**config.mk**
```make
export PLATFORM = sky130hd
export DESIGN_NAME = sport0_tx_ctl
export DESIGN_NICKNAME = d
export VERILOG_FILES = /design/src/rtl/sport0_tx_pkg.sv /design/src/rtl/sport0_tx_shifter.sv /design/src/rtl/sport0_tx_ctl.sv
export SDC_FILE = /design/constraint.sdc
export NUM_CORES = 1
export LEC_CHECK = 0
export ABC_CLOCK_PERIOD_IN_PS = 5700
export BUFFER_PORTS_ARGS = -buffer_cell sky130_fd_sc_hd__buf_4
export CORE_MARGIN = 1.5
export CORE_UTILIZATION = 45
export DETAILED_ROUTE_END_ITERATION = 12
export PLACE_DENSITY = 0.74
export SYNTH_ARGS = -nofsm -noshare
export SYNTH_HDL_FRONTEND = slang
export SYNTH_HIERARCHICAL = 1
export SYNTH_SLANG_ARGS = --single-unit
```
**constraint.sdc**
```tcl
create_clock -name DSPCLK -period 5.7 [get_ports DSPCLK]
set_input_delay 1.14 -clock DSPCLK [delete_from_list [all_inputs] [get_ports DSPCLK]]
set_output_delay 1.14 -clock DSPCLK [all_outputs]
set_load 0.05 [all_outputs]
```
**src/rtl/sport0_tx_pkg.sv**
```systemverilog
// Shared encodings for the SPORT0 transmit control: FSM states and DTYPE field values.
package sport0_tx_pkg;

  typedef enum logic [1:0] {
    IDLE  = 2'b01,
    SHIFT = 2'b10
  } tx_state_e;

  localparam logic [1:0] DT_ZERO = 2'b00;
  localparam logic [1:0] DT_SIGN = 2'b01;
  localparam logic [1:0] DT_ULAW = 2'b10;
  localparam logic [1:0] DT_ALAW = 2'b11;

  // Both compander encodings route TX through the cmpTX writeback.
  function automatic logic is_companded(input logic [1:0] dtype);
    return (dtype == DT_ULAW) || (dtype == DT_ALAW);
  endfunction

endpackage

```
**src/rtl/sport0_tx_shifter.sv**
```systemverilog
// Transmit shift register with bit and word counters; loads left-justified words.
module sport0_tx_shifter #(
  parameter int WL = 16,
  parameter int BW = $clog2(WL)
) (
  input  logic          clk,
  input  logic          rst_n,
  input  logic          clr,
  input  logic          start,
  input  logic          reload,
  input  logic          shift,
  input  logic [WL-1:0] tx,
  input  logic [BW-1:0] slen,
  input  logic [7:0]    mword,
  output logic          msb,
  output logic          bcnt_zero,
  output logic          wcnt_zero
);

  logic [WL-1:0] txsht;
  logic [BW-1:0] bcnt;
  logic [7:0]    wcnt;

  always_ff @(posedge clk or negedge rst_n) begin
    if (!rst_n) begin
      txsht <= '0;
      bcnt  <= '0;
      wcnt  <= '0;
    end else if (clr) begin
      bcnt <= '0;
      wcnt <= '0;
    end else if (start || reload) begin
      // Left-justify so the word's MSB sits at the serial output.
      txsht <= tx << (BW'(WL-1) - slen);
      bcnt  <= slen;
      wcnt  <= start ? mword : wcnt - 8'd1;
    end else if (shift) begin
      txsht <= {txsht[WL-2:0], 1'b0};
      bcnt  <= bcnt - 1'b1;
    end
  end

  assign msb       = txsht[WL-1];
  assign bcnt_zero = (bcnt == '0);
  assign wcnt_zero = (wcnt == '0);

endmodule

```
**src/rtl/sport0_tx_ctl.sv**
```systemverilog
// SPORT0 transmit control: TX buffer, frame FSM, autobuffer request and interrupt.
module sport0_tx_ctl
  import sport0_tx_pkg::*;
#(
  parameter int WL = 16
) (
  input  logic          DSPCLK,
  input  logic          RST_,
  input  logic          SP_EN,
  input  logic          SCLK_en,
  input  logic          TFSsm,
  input  logic [4:0]    SLEN,
  input  logic [7:0]    MWORD,
  input  logic [1:0]    DTYPE,
  input  logic          TBUF,
  input  logic          Twrap,
  input  logic          TSack,
  input  logic          MTTX_E,
  input  logic [WL-1:0] DMD,
  input  logic [WL-1:0] cmpTX,
  output logic [WL-1:0] TX,
  output logic          DT,
  output logic          DT_OE,
  output logic          TSreq,
  output logic          ISX,
  output logic          TUNDR
);

  localparam int BW = $clog2(WL);

  tx_state_e     state;
  logic          txfull, ld_cmp, xfer_d, tsack_r, isx_r;
  logic          start, reload, shift, xfer, ts_set, comp;
  logic          msb, bcnt_zero, wcnt_zero;
  logic [BW-1:0] slen_eff;

  assign slen_eff = (SLEN > 5'(WL-1)) ? BW'(WL-1) : SLEN[BW-1:0];
  assign comp     = is_companded(DTYPE);

  assign start  = SP_EN && SCLK_en && (state == IDLE) && TFSsm;
  assign reload = SP_EN && SCLK_en && (state == SHIFT) && bcnt_zero && !wcnt_zero;
  assign shift  = SP_EN && SCLK_en && (state == SHIFT) && !bcnt_zero;
  assign xfer   = start || reload;

  // With companding, the request waits one extra cycle for the cmpTX writeback.
  assign ts_set = SP_EN && TBUF && (comp ? xfer_d : xfer);

  sport0_tx_shifter #(.WL(WL), .BW(BW)) u_shifter (
    .clk       (DSPCLK),
    .rst_n     (RST_),
    .clr       (!SP_EN),
    .start     (start),
    .reload    (reload),
    .shift     (shift),
    .tx        (TX),
    .slen      (slen_eff),
    .mword     (MWORD),
    .msb       (msb),
    .bcnt_zero (bcnt_zero),
    .wcnt_zero (wcnt_zero)
  );

  always_ff @(posedge DSPCLK or negedge RST_) begin
    if (!RST_) begin
      state <= IDLE;
      DT_OE <= 1'b0;
    end else if (!SP_EN) begin
      state <= IDLE;
      DT_OE <= 1'b0;
    end else if (SCLK_en) begin
      case (state)
        IDLE: if (TFSsm) begin
          state <= SHIFT;
          DT_OE <= 1'b1;
        end
        SHIFT: if (bcnt_zero && wcnt_zero) begin
          state <= IDLE;
          DT_OE <= 1'b0;
        end
        default: begin
          state <= IDLE;
          DT_OE <= 1'b0;
        end
      endcase
    end
  end

  always_ff @(posedge DSPCLK or negedge RST_) begin
    if (!RST_) begin
      TX      <= '0;
      txfull  <= 1'b0;
      ld_cmp  <= 1'b0;
      TUNDR   <= 1'b0;
      xfer_d  <= 1'b0;
      tsack_r <= 1'b0;
      isx_r   <= 1'b0;
      TSreq   <= 1'b0;
    end else begin
      // A fresh core write always wins and re-arms the compander writeback.
      ld_cmp <= MTTX_E && comp;
      if (MTTX_E)      TX <= DMD;
      else if (ld_cmp) TX <= cmpTX;

      if (MTTX_E)    txfull <= 1'b1;
      else if (xfer) txfull <= 1'b0;

      if (!SP_EN)              TUNDR <= 1'b0;
      else if (xfer && !txfull) TUNDR <= 1'b1;

      xfer_d  <= xfer;
      tsack_r <= TSack;
      isx_r   <= SP_EN && xfer;

      if (ts_set)       TSreq <= 1'b1;
      else if (tsack_r) TSreq <= 1'b0;
    end
  end

  assign DT  = DT_OE && msb;
  assign ISX = TBUF ? Twrap : isx_r;

endmodule

```
==> run summary, run 1 <==
Maxcap violations: 0
Root Buffer: clkbuf_8
Chip height: 89.5 µm
DP HPWL: 5470 µm
PwrDens: 242 nW/µm²
Row cnt: 31
Placer Congestion: 0.868
CP Launch Type: register
Lkg Pwr: 1.80 nW
Worst r2r src: u_shifter/bcnt[0]
R2R Path End: u_shifter/wcnt[7]
Unrepaired setup endpoints after global routing: false
Post-CTS Setup Bufs: 0
Finish-stage setup viols: 0
Async set or reset register ratio after synthesis: 100%
Avg Synthesized Cell Area: 10.0 µm²
Initial DRC count: 140
Metal2 WL: 3590 µm
Critical Path Stages: 9
Design Power: 975 µW
Slowest stage delay, CP: 0.60 ns
Drt first pass iters: 4
Crit end category: register
Top_reg_cell synth: dfrtp_1
Initial antenna violation count: 0
Placed inst area: 3930 µm²
Initial Utilization: 46.4%
Post-DRT Antenna Nets: 0
CTS Buffer Depth: 2
Commonest non-fill, non-tap cell in the layout: buf_4
WP buf/inv: 1
Final Skew: 0.00953 ns
Number of synthesized flops with an enable pin: 0
First-pass GRT wire length: 12400 µm
Routed wl met3: 400 µm
Crit path to: u_shifter/wcnt[7]
Syn Inst Count: 335
Residual DRC: 0
Area Growth Syn to Fin: 19.8%
Reg2reg path depth: 9
Antenna Cells: 0
I/O pins: 77
Critical path type: register to register
WL final: 7470 µm
Flops & latches, synth: 53
Setup ws final: 2.68 ns
CTS Hold Bufs: 0
Combinational Power Share: 28.5%
Count of cell types in the netlist: 62
Critical Path, Cell by Cell: inv_1 > ha_1 > nor3b_1 > or2b_1 > nor2_1 > nor4b_1 > nand2_1 > xor2_1 > a211oi_1
Average vias per placed instance: 5.53
WP data required: 5.93 ns
Crit-path max FO: 8
Top Layer Used: met4
Sink Count: 53
Reg power frac: 48.7%
Final Hold Vio Count: 0
Least-Margin Pin Slew: 0.839 ns
Slew HR: 44.0%
Clk_lat worst skew: 0.31 ns
Status: complete, no violations
Fin nets: 457
Hold Crit Class: register to register
Fmax: 0.331 GHz
Reg2reg setup slack: 2.68 ns
Post-Syn Area: 3360 µm²
Seq/Total Area, Yosys: 39.5%
Die area: 8000 µm²
Sw power: 327 µW
Chip Width: 89.5 µm
Fin crit share: 53.0%
Commonest non-fill, non-tap cells in the layout: buf_4 (77), dfrtp_1 (52), nand2_1 (43)
Final Max Slew Viols: 0
Met1 WL: 3340 µm
Routed wire per std cell: 15.0 µm
Final Critical Period: 3.02 ns
Switching Fraction: 33.5%
Vias in the first global route: 2637
Slowest cell on the critical path: nor4b_1
Core area: 7250 µm²
H-tree depth: 2
P_int: 648 µW
Design Area, Final: 4030 µm²
Critical Path Start: u_shifter/bcnt[0]
Total congestion overflow: 0
Setup slack at placement: 2.49 ns
Largest net degree at the start of global routing: 54
Post-CTS sizing: 0
Total CTS buffers: 5
Clock power frac: 22.8%
Yosys warnings: 6
Tot GR Track Use: 19.8%
Arrival time worst endpoint: 3.25 ns
CTS tree: yes
TNS Setup: 0 ns
Buffers on Ports: 75
Post-Syn Nets: 395
Reg clk slew, reported paths: 0.10 ns
Vias: 2747
Family with the most delay on the worst path: simple AND/OR/NAND/NOR gates
Peak supply drop: 0.140 mV
Share of layout cells above drive strength 1: 27.9%
[flip-flops by register name, summed over array words and instances, names as in the netlist]
| name | cells |
|---|---|
| DT_OE | 1 |
| TSreq | 1 |
| TUNDR | 1 |
| TX | 16 |
| isx_r | 1 |
| ld_cmp | 1 |
| state | 1 |
| tsack_r | 1 |
| txfull | 1 |
| u_shifter/bcnt | 4 |
| u_shifter/txsht | 16 |
| u_shifter/wcnt | 8 |
| xfer_d | 1 |
[worst reg2reg max path, stage by stage, from the launching register on]
cell,delay [ns]
dfrtp_1,0.42
inv_1,0.10
ha_1,0.14
nor3b_1,0.37
or2b_1,0.30
nor2_1,0.47
nor4b_1,0.60
nand2_1,0.14
xor2_1,0.17
a211oi_1,0.23
[cell families (layout without fill, tap and decap cells)]
family	count (synthesis)	count (layout)	synth area share [%]
flip-flops	53	53	39.5
AND/OR/NAND/NOR	105	105	15.0
XOR/XNOR	9	9	2.34
multiplexers	47	47	19.5
buffers and inverters	35	98	5.36
adder cells (fa/ha/maj)	4	4	1.49
AO/OA/AOI/OAI	82	82	16.9
[power groups by stage]
stage	sequential [mW]	combinational [mW]	clock (mW)
after global placement	0.480	0.271	0
after detailed placement	0.480	0.279	0
final	0.475	0.278	0.222
after global routing	0.483	0.303	0.244
after CTS	0.475	0.279	0.230
after floorplan	0.508	0.156	0
[stage by stage]
| step | std cells | util, % | hold slack, ns |
|---|---|---|---|
| after floorplan | 335 | - | 0.436 |
| after global placement | 489 | 54.2 | 0.453 |
| after detailed placement | 489 | 54.2 | 0.470 |
| after CTS | 497 | 55.5 | 0.490 |
| after global routing | 497 | 55.5 | 0.502 |
| final | 497 | 55.5 | 0.490 |
[cells in the mapped netlist (all sizes together), types with 2 or more instances]
cell type	instances	area, µm²
buf	12	93.8
nand2	43	161
o221ai	2	17.5
mux2i	28	280
or2b	2	15.0
a31oi	4	25.0
and2	6	38.8
nand2b	4	25.0
nand3	2	10.0
or2	5	33.8
a211oi	9	67.6
inv	13	48.8
mux2	6	67.6
nor2	26	97.6
o21a	4	30.0
a41oi	2	17.5
o2bb2a	2	30.0
nor2b	2	12.5
and3	2	12.5
mux4	13	308
o21ai	23	115
ha	4	50.1
a32oi	4	35.0
xnor2	5	43.8
a21o	2	16.3
xor2	4	35.0
nand4	3	18.8
a21oi	16	80.1
dfrtp	52	1300
clkbuf	10	37.5
nor4	3	18.8
[metal layers]
layer	global-route usage (%)	vias to the layer above
met4	6.85	0
met5	0	-
met2	32.4	87
li1	-	1344
met3	3.60	15
met1	26.7	1301
[final cells by class]
class / count / area [µm²]
Tap cell: 99 / 124
Clock inverter: 3 / 26.3
Timing Repair Buffer: 77 / 578
Fill cell: 662 / 3220
Sequential cell: 53 / 1330
Clock buffer: 5 / 68.8
Multi-Input combinational cell: 247 / 1860
Inverter: 13 / 48.8
[how the worst min path moves through the flow]
stage	slack, ns	endpoint	cells after the start	startpoint
floorplan	0.44	TUNDR	1	txfull
global route	0.50	u_shifter/txsht[14]	1	u_shifter/txsht[14]
finish	0.49	TUNDR	1	txfull
global placement	0.45	TUNDR	1	txfull
CTS	0.49	TUNDR	1	txfull
detailed placement	0.47	txfull	1	txfull
Note: power is estimated with default switching activity, not from simulation.
==> inputs of run 2 (changes only) <==
--- a/config.mk
+++ b/config.mk
@@ -5,12 +5,12 @@
 export SDC_FILE = /design/constraint.sdc
 export NUM_CORES = 1
 export LEC_CHECK = 0
-export ABC_CLOCK_PERIOD_IN_PS = 5700
+export ABC_CLOCK_PERIOD_IN_PS = 2700
 export BUFFER_PORTS_ARGS = -buffer_cell sky130_fd_sc_hd__buf_4
 export CORE_MARGIN = 1.5
 export CORE_UTILIZATION = 45
 export DETAILED_ROUTE_END_ITERATION = 12
-export PLACE_DENSITY = 0.74
+export PLACE_DENSITY = 0.77
 export SYNTH_ARGS = -nofsm -noshare
 export SYNTH_HDL_FRONTEND = slang
 export SYNTH_HIERARCHICAL = 1
==> constraint.sdc (replaced) <==
create_clock -name DSPCLK -period 2.7 [get_ports DSPCLK]
set_input_delay 0.54 -clock DSPCLK [delete_from_list [all_inputs] [get_ports DSPCLK]]
set_output_delay 0.54 -clock DSPCLK [all_outputs]
set_load 0.05 [all_outputs]
==> run 2 against run 1 <==
Hold slack lost 0.25 ns. Count of clock-buffer cells in the layout is the same. Wire length is 6.5% higher. Final cell count grew 2.2%. Largest power group unchanged. Final area is 2.6% higher. Combinational power increased by 120%. Flip-flop and latch count stayed put. Critical path depth is 1 higher. First-iteration DRC count grew 94%.
==> run summary, run 2 (synthesized netlist as in run 1, its figures left out) <==
Family with the most delay on the worst path: simple AND/OR/NAND/NOR gates (unchanged)
Design Area, Final: 4130 µm² (was 4030 µm²)
Routed wire per std cell: 15.7 µm (was 15.0 µm)
WP buf/inv: 2 (was 1)
Lkg Pwr: 1.86 nW (was 1.80 nW)
Total CTS buffers: 5 (unchanged)
DP HPWL: 5910 µm (was 5470 µm)
Peak supply drop: 0.274 mV (was 0.140 mV)
Commonest non-fill, non-tap cells in the layout: buf_4 (87), dfrtp_1 (52), nand2_1 (43) (was buf_4 (77), dfrtp_1 (52), nand2_1 (43))
Multi-input logic area: 1860 µm² (about the same)
Design Power: 2.09 mW (was 975 µW)
PwrDens: 506 nW/µm² (was 242 nW/µm²)
Post-DRT Antenna Nets: 0 (unchanged)
# fillers: 665 (was 662)
Initial antenna violation count: 0 (unchanged)
Core area: 7250 µm² (unchanged)
Fmax: 0.400 GHz (was 0.331 GHz)
WP data required: 2.93 ns (was 5.93 ns)
Largest net degree at the start of global routing: 54 (unchanged)
Unrepaired setup endpoints after global routing: false (unchanged)
Fin cells: 508 (was 497)
Final Critical Period: 2.50 ns (was 3.02 ns)
Vias in the first global route: 2885 (was 2637)
Final hold slack: 0.239 ns (was 0.490 ns)
Buffers on Ports: 75 (unchanged)
Vias: 2863 (was 2747)
Switching Fraction: 34.0% (was 33.5%)
Placed inst area: 4030 µm² (was 3930 µm²)
Sink Count: 53 (unchanged)
Drt first pass iters: 5 (was 4)
Critical path type: register to register (unchanged)
Antenna Cells: 0 (unchanged)
Clk_lat worst skew: 0.32 ns (was 0.31 ns)
P_int: 1.38 mW (was 648 µW)
Average vias per placed instance: 5.64 (was 5.53)
Fin nets: 468 (was 457)
WL final: 7960 µm (was 7470 µm)
Fin crit share: 92.6% (was 53.0%)
Die area: 8000 µm² (unchanged)
Arrival time worst endpoint: 2.73 ns (was 3.25 ns)
Residual DRC: 0 (unchanged)
Slowest stage delay, CP: 0.42 ns (was 0.60 ns)
Slew HR: 42.6% (was 44.0%)
H-tree depth: 2 (unchanged)
Crit-path max FO: 5 (was 8)
CTS tree: yes (unchanged)
Root Buffer: clkbuf_8 (unchanged)
Reg clk slew, reported paths: 0.10 ns (about the same)
Final Max Slew Viols: 0 (unchanged)
Total congestion overflow: 0 (unchanged)
Chip height: 89.5 µm (unchanged)
Commonest non-fill, non-tap cell in the layout: buf_4 (unchanged)
Finish-stage setup viols: 0 (unchanged)
Clock power frac: 22.6% (was 22.8%)
CTS Buffer Depth: 2 (unchanged)
Initial Utilization: 46.4% (unchanged)
CTS Hold Bufs: 0 (unchanged)
Largest regs: TX x16, u_shifter/txsht x16, u_shifter/wcnt x8 (unchanged)
Reg power frac: 48.2% (was 48.7%)
Area Growth Syn to Fin: 22.9% (was 19.8%)
Maxcap violations: 0 (unchanged)
Tot GR Track Use: 21.3% (was 19.8%)
CP Launch Type: register (unchanged)
Share of layout cells above drive strength 1: 30.3% (was 27.9%)
TNS Setup: 0 ns (unchanged)
Placed insts: 500 (was 489)
Placer Congestion: 0.847 (was 0.868)
Post-CTS Setup Bufs: 0 (unchanged)
Slowest cell on the critical path: dfrtp_1 (was nor4b_1)
Final Skew: 0.0102 ns (was 0.00953 ns)
Sw power: 711 µW (was 327 µW)
Crit end category: register (unchanged)
Status: complete, no violations (unchanged)
Combinational Power Share: 29.1% (was 28.5%)
Critical Path, Cell by Cell: inv_1 > ha_1 > nor3b_1 > or2b_1 > nor2_2 > nor4b_1 > buf_4 > nand2_1 > xor2_1 > a211oi_1 (was inv_1 > ha_1 > nor3b_1 > or2b_1 > nor2_1 > nor4b_1 > nand2_1 > xor2_1 > a211oi_1)
I/O pins: 77 (unchanged)
Post-CTS sizing: 0 (unchanged)
Initial DRC count: 271 (was 140)
First-pass GRT wire length: 13200 µm (was 12400 µm)
Chip Width: 89.5 µm (unchanged)
Row cnt: 31 (unchanged)
Hold Crit Class: input pin to asynchronous set/reset pin (was register to register)
Least-Margin Pin Slew: 0.861 ns (was 0.839 ns)
Register Area: 1330 µm² (unchanged)
Final Hold Vio Count: 0 (unchanged)
[run 2: cell types whose count changed in the layout (fill, tap and decap cells not counted), sizes merged]
cell,before,now
buf,77,88
[run 2: stage by stage]
step | worst slack (ns) | utilization (%)
after floorplan | 0.242 | -
after global placement | 0.209 | 55.5
after detailed placement | 0.160 | 55.5
after CTS | 0.113 | 56.9
after global routing | 0.0321 | 57.0
final | 0.200 | 57.0
[run 2: layout make-up]
type / count / share of cell area [%]
inverter: 13 / 1.18
sequential: 53 / 32.1
clock buffer: 5 / 1.67
clock inverter: 3 / 0.636
tap: 99 / 3.00
timing repair buffer: 88 / 16.3
multi-input combinational: 247 / 45.1
[run 2: power groups by stage]
stage | clock network (mW) | logic [mW] | registers [mW]
floorplan | 0 | 0.329 | 1.07
detailed placement | 0 | 0.604 | 1.02
finish | 0.473 | 0.609 | 1.01
global route | 0.513 | 0.662 | 1.02
global placement | 0 | 0.586 | 1.01
CTS | 0.481 | 0.607 | 1.00
[run 2: path summary, 6_finish.rpt]
path,startpoint,end,slack [ns],depth (start not counted)
max,u_shifter/bcnt[0],u_shifter/wcnt[5],0.20,10
max in group asynchronous,RST_,u_shifter/txsht[13],2.01,1
min,RST_,u_shifter/wcnt[5],0.24,1
min in group DSPCLK,TSack,tsack_r,0.32,1
max reg2reg,u_shifter/bcnt[0],u_shifter/wcnt[5],0.20,10
min reg2reg,txfull,TUNDR,0.49,1
[run 2: routing by layer]
layer,vias up,GRT usage (%),part of all wire [%]
met4,0,6.85,1.6
li1,1359,-,-
met3,13,3.32,5.4
met1,1388,27.6,42
met5,-,0,0
met2,103,36.6,51
[run 2: worst register-to-register path, delay by kind of cell (launching register included)]
kind | cells | cell delay, ns
and+or+nand+nor | 5 | 1.21
DFF | 1 | 0.42
xor gates and xnor gates | 1 | 0.14
AOI/OAI and AO/OA | 1 | 0.24
buffers and inverters | 2 | 0.28
adders and majority gates | 1 | 0.14
==> inputs of run 3 (changes only) <==
--- a/config.mk
+++ b/config.mk
@@ -7,10 +7,12 @@
 export LEC_CHECK = 0
 export ABC_CLOCK_PERIOD_IN_PS = 2700
 export BUFFER_PORTS_ARGS = -buffer_cell sky130_fd_sc_hd__buf_4
+export CELL_PAD_IN_SITES_DETAIL_PLACEMENT = 0
+export CELL_PAD_IN_SITES_GLOBAL_PLACEMENT = 1
 export CORE_MARGIN = 1.5
-export CORE_UTILIZATION = 45
+export CORE_UTILIZATION = 38
 export DETAILED_ROUTE_END_ITERATION = 12
-export PLACE_DENSITY = 0.77
+export PLACE_DENSITY = 0.83
 export SYNTH_ARGS = -nofsm -noshare
 export SYNTH_HDL_FRONTEND = slang
 export SYNTH_HIERARCHICAL = 1
==> run 3 against run 2 <==
Power fell by 0.86%. Non-clock buffer count shrank 2. Critical path depth shrank 2. Largest power group unchanged. Final cell count up 1.4%. Clock skew fell by 0.0018 ns. Highest routed layer unchanged. Die area rose by 18%.
==> run summary, run 3 (synthesized netlist as in run 1, its figures left out) <==
Vias: 2779 (was 2863)
Final Critical Period: 2.47 ns (was 2.50 ns)
Largest regs: TX x16, u_shifter/txsht x16, u_shifter/wcnt x8 (unchanged)
Final Max Slew Viols: 0 (unchanged)
Hold Crit Class: input pin to asynchronous set/reset pin (unchanged)
Routed wl met3: 405 µm (was 427 µm)
Initial antenna violation count: 0 (unchanged)
P_int: 1.38 mW (about the same)
Final Hold Vio Count: 0 (unchanged)
H-tree depth: 2 (unchanged)
CTS tree: yes (unchanged)
Initial DRC count: 194 (was 271)
Peak supply drop: 0.248 mV (was 0.274 mV)
CTS Hold Bufs: 0 (unchanged)
Average vias per placed instance: 5.40 (was 5.64)
Chip Width: 97.1 µm (was 89.5 µm)
Lkg Pwr: 1.85 nW (was 1.86 nW)
Top Layer Used: met4 (unchanged)
Buffers on Ports: 75 (unchanged)
R2R Path End: u_shifter/txsht[13] (was u_shifter/wcnt[5])
Sink Count: 53 (unchanged)
First-pass GRT wire length: 13500 µm (was 13200 µm)
I/O pins: 77 (unchanged)
Critical path type: register to register (unchanged)
Arrival time worst endpoint: 2.67 ns (was 2.73 ns)
Met1 WL: 3480 µm (was 3340 µm)
Total CTS buffers: 5 (unchanged)
Post-layout util: 47.8% (was 57.0%)
CP Launch Type: register (unchanged)
Placer Congestion: 0.818 (was 0.847)
Switching Fraction: 33.6% (was 34.0%)
Sw power: 696 µW (was 711 µW)
Chip height: 97.1 µm (was 89.5 µm)
Finish-stage setup viols: 0 (unchanged)
Final Skew: 0.00840 ns (was 0.0102 ns)
Fin crit share: 91.3% (was 92.6%)
Commonest non-fill, non-tap cells in the layout: buf_4 (85), dfrtp_1 (52), nand2_1 (43) (was buf_4 (87), dfrtp_1 (52), nand2_1 (43))
Metal2 WL: 3870 µm (was 4060 µm)
Combinational Power Share: 28.8% (was 29.1%)
Reg power frac: 48.6% (was 48.2%)
Vias in the first global route: 2799 (was 2885)
TNS Setup: 0 ns (unchanged)
Maxcap violations: 0 (unchanged)
WL final: 7870 µm (was 7960 µm)
CTS Buffer Depth: 2 (unchanged)
Residual DRC: 0 (unchanged)
Drt first pass iters: 4 (was 5)
Fmax: 0.406 GHz (was 0.400 GHz)
Reg2reg setup slack: 0.23 ns (was 0.20 ns)
PwrDens: 502 nW/µm² (was 506 nW/µm²)
Least-Margin Pin Slew: 0.844 ns (was 0.861 ns)
Reg clk slew, reported paths: 0.10 ns (about the same)
Status: complete, no violations (unchanged)
Tot GR Track Use: 17.4% (was 21.3%)
Post-DRT Antenna Nets: 0 (unchanged)
Core area: 8640 µm² (was 7250 µm²)
Total congestion overflow: 0 (unchanged)
Clk_lat worst skew: 0.32 ns (about the same)
Clock power frac: 22.6% (about the same)
Crit end category: register (unchanged)
Share of layout cells above drive strength 1: 30.0% (was 30.3%)
Die area: 9420 µm² (was 8000 µm²)
Reg2reg path depth: 8 (was 10)
Crit-path max FO: 6 (was 5)
Unrepaired setup endpoints after global routing: false (unchanged)
DP HPWL: 5910 µm (about the same)
Row cnt: 34 (was 31)
WP data required: 2.91 ns (was 2.93 ns)
Root Buffer: clkbuf_8 (unchanged)
Antenna Cells: 0 (unchanged)
Commonest non-fill, non-tap cell in the layout: buf_4 (unchanged)
Fin nets: 466 (was 468)
Largest net degree at the start of global routing: 54 (unchanged)
Slew HR: 43.8% (was 42.6%)
Area Growth Syn to Fin: 22.7% (was 22.9%)
Worst r2r src: u_shifter/wcnt[5] (was u_shifter/bcnt[0])
Routed wire per std cell: 15.3 µm (was 15.7 µm)
Initial Utilization: 38.9% (was 46.4%)
run 3: how the worst max path moves through the flow:
stage,from,endpoint,cells past startpoint
2_1_floorplan,u_shifter/wcnt[4],u_shifter/txsht[13],10
3_3_place_gp,SLEN[4],u_shifter/txsht[15],7
3_5_place_dp,u_shifter/bcnt[0],u_shifter/txsht[9],11
4_1_cts,u_shifter/bcnt[0],u_shifter/txsht[9],11
5_1_grt,u_shifter/bcnt[0],u_shifter/wcnt[7],11
6_report,u_shifter/wcnt[5],u_shifter/txsht[13],8
run 3: routing by layer:
| layer | GRT usage [%] | up-vias |
|---|---|---|
| li1 | - | 1362 |
| met1 | 23.1 | 1316 |
| met3 | 3.24 | 10 |
| met4 | 5.46 | 0 |
| met5 | 0 | - |
| met2 | 28.9 | 91 |
run 3: stage by stage:
stage / area, µm² / setup slack, ns / total power, mW / hold WS [ns] / std cells
global placement: 4030 / 0.233 / 1.61 / 0.455 / 507
floorplan: 3360 / 0.242 / 1.40 / 0.244 / 335
finish: 4130 / 0.234 / 2.07 / 0.242 / 515
CTS: 4120 / 0.0901 / 2.09 / 0.270 / 515
detailed placement: 4030 / 0.115 / 1.62 / 0.470 / 507
global route: 4130 / 0.0121 / 2.19 / 0.294 / 515
run 3: critical path, stage by stage, from the launching register on:
cell     delay [ns]
dfrtp_1        0.43
nor4_1         0.37
and3_1         0.27
or2b_1         0.15
nor2_1         0.06
or2_4          0.26
and2_1         0.19
a311o_1        0.31
o32a_1         0.33
run 3: power groups by stage:
stage          sequential, mW  clock (mW)  combinational [mW]
3_5_place_dp             1.02           0               0.598
3_3_place_gp             1.02           0               0.588
4_1_cts                  1.01       0.488               0.599
2_1_floorplan            1.07           0               0.329
5_1_grt                  1.02       0.520               0.651
6_report                 1.01       0.467               0.597
run 3: layout make-up:
class                   count  area (µm²)
flip-flops and latches     53        1330
repair buffers             86         658
clock buffers               5        68.8
multi-input cells         247        1860
fillers                   832        4510
clock inverters             3        25.0
well taps                 108         135
inverters                  13        48.8
run 3: what timing repair did:
action | in CTS | in global routing
resized for setup | 0 | 2
setup endpoints to repair | 0 | 7
buffers inserted | 0 | 0
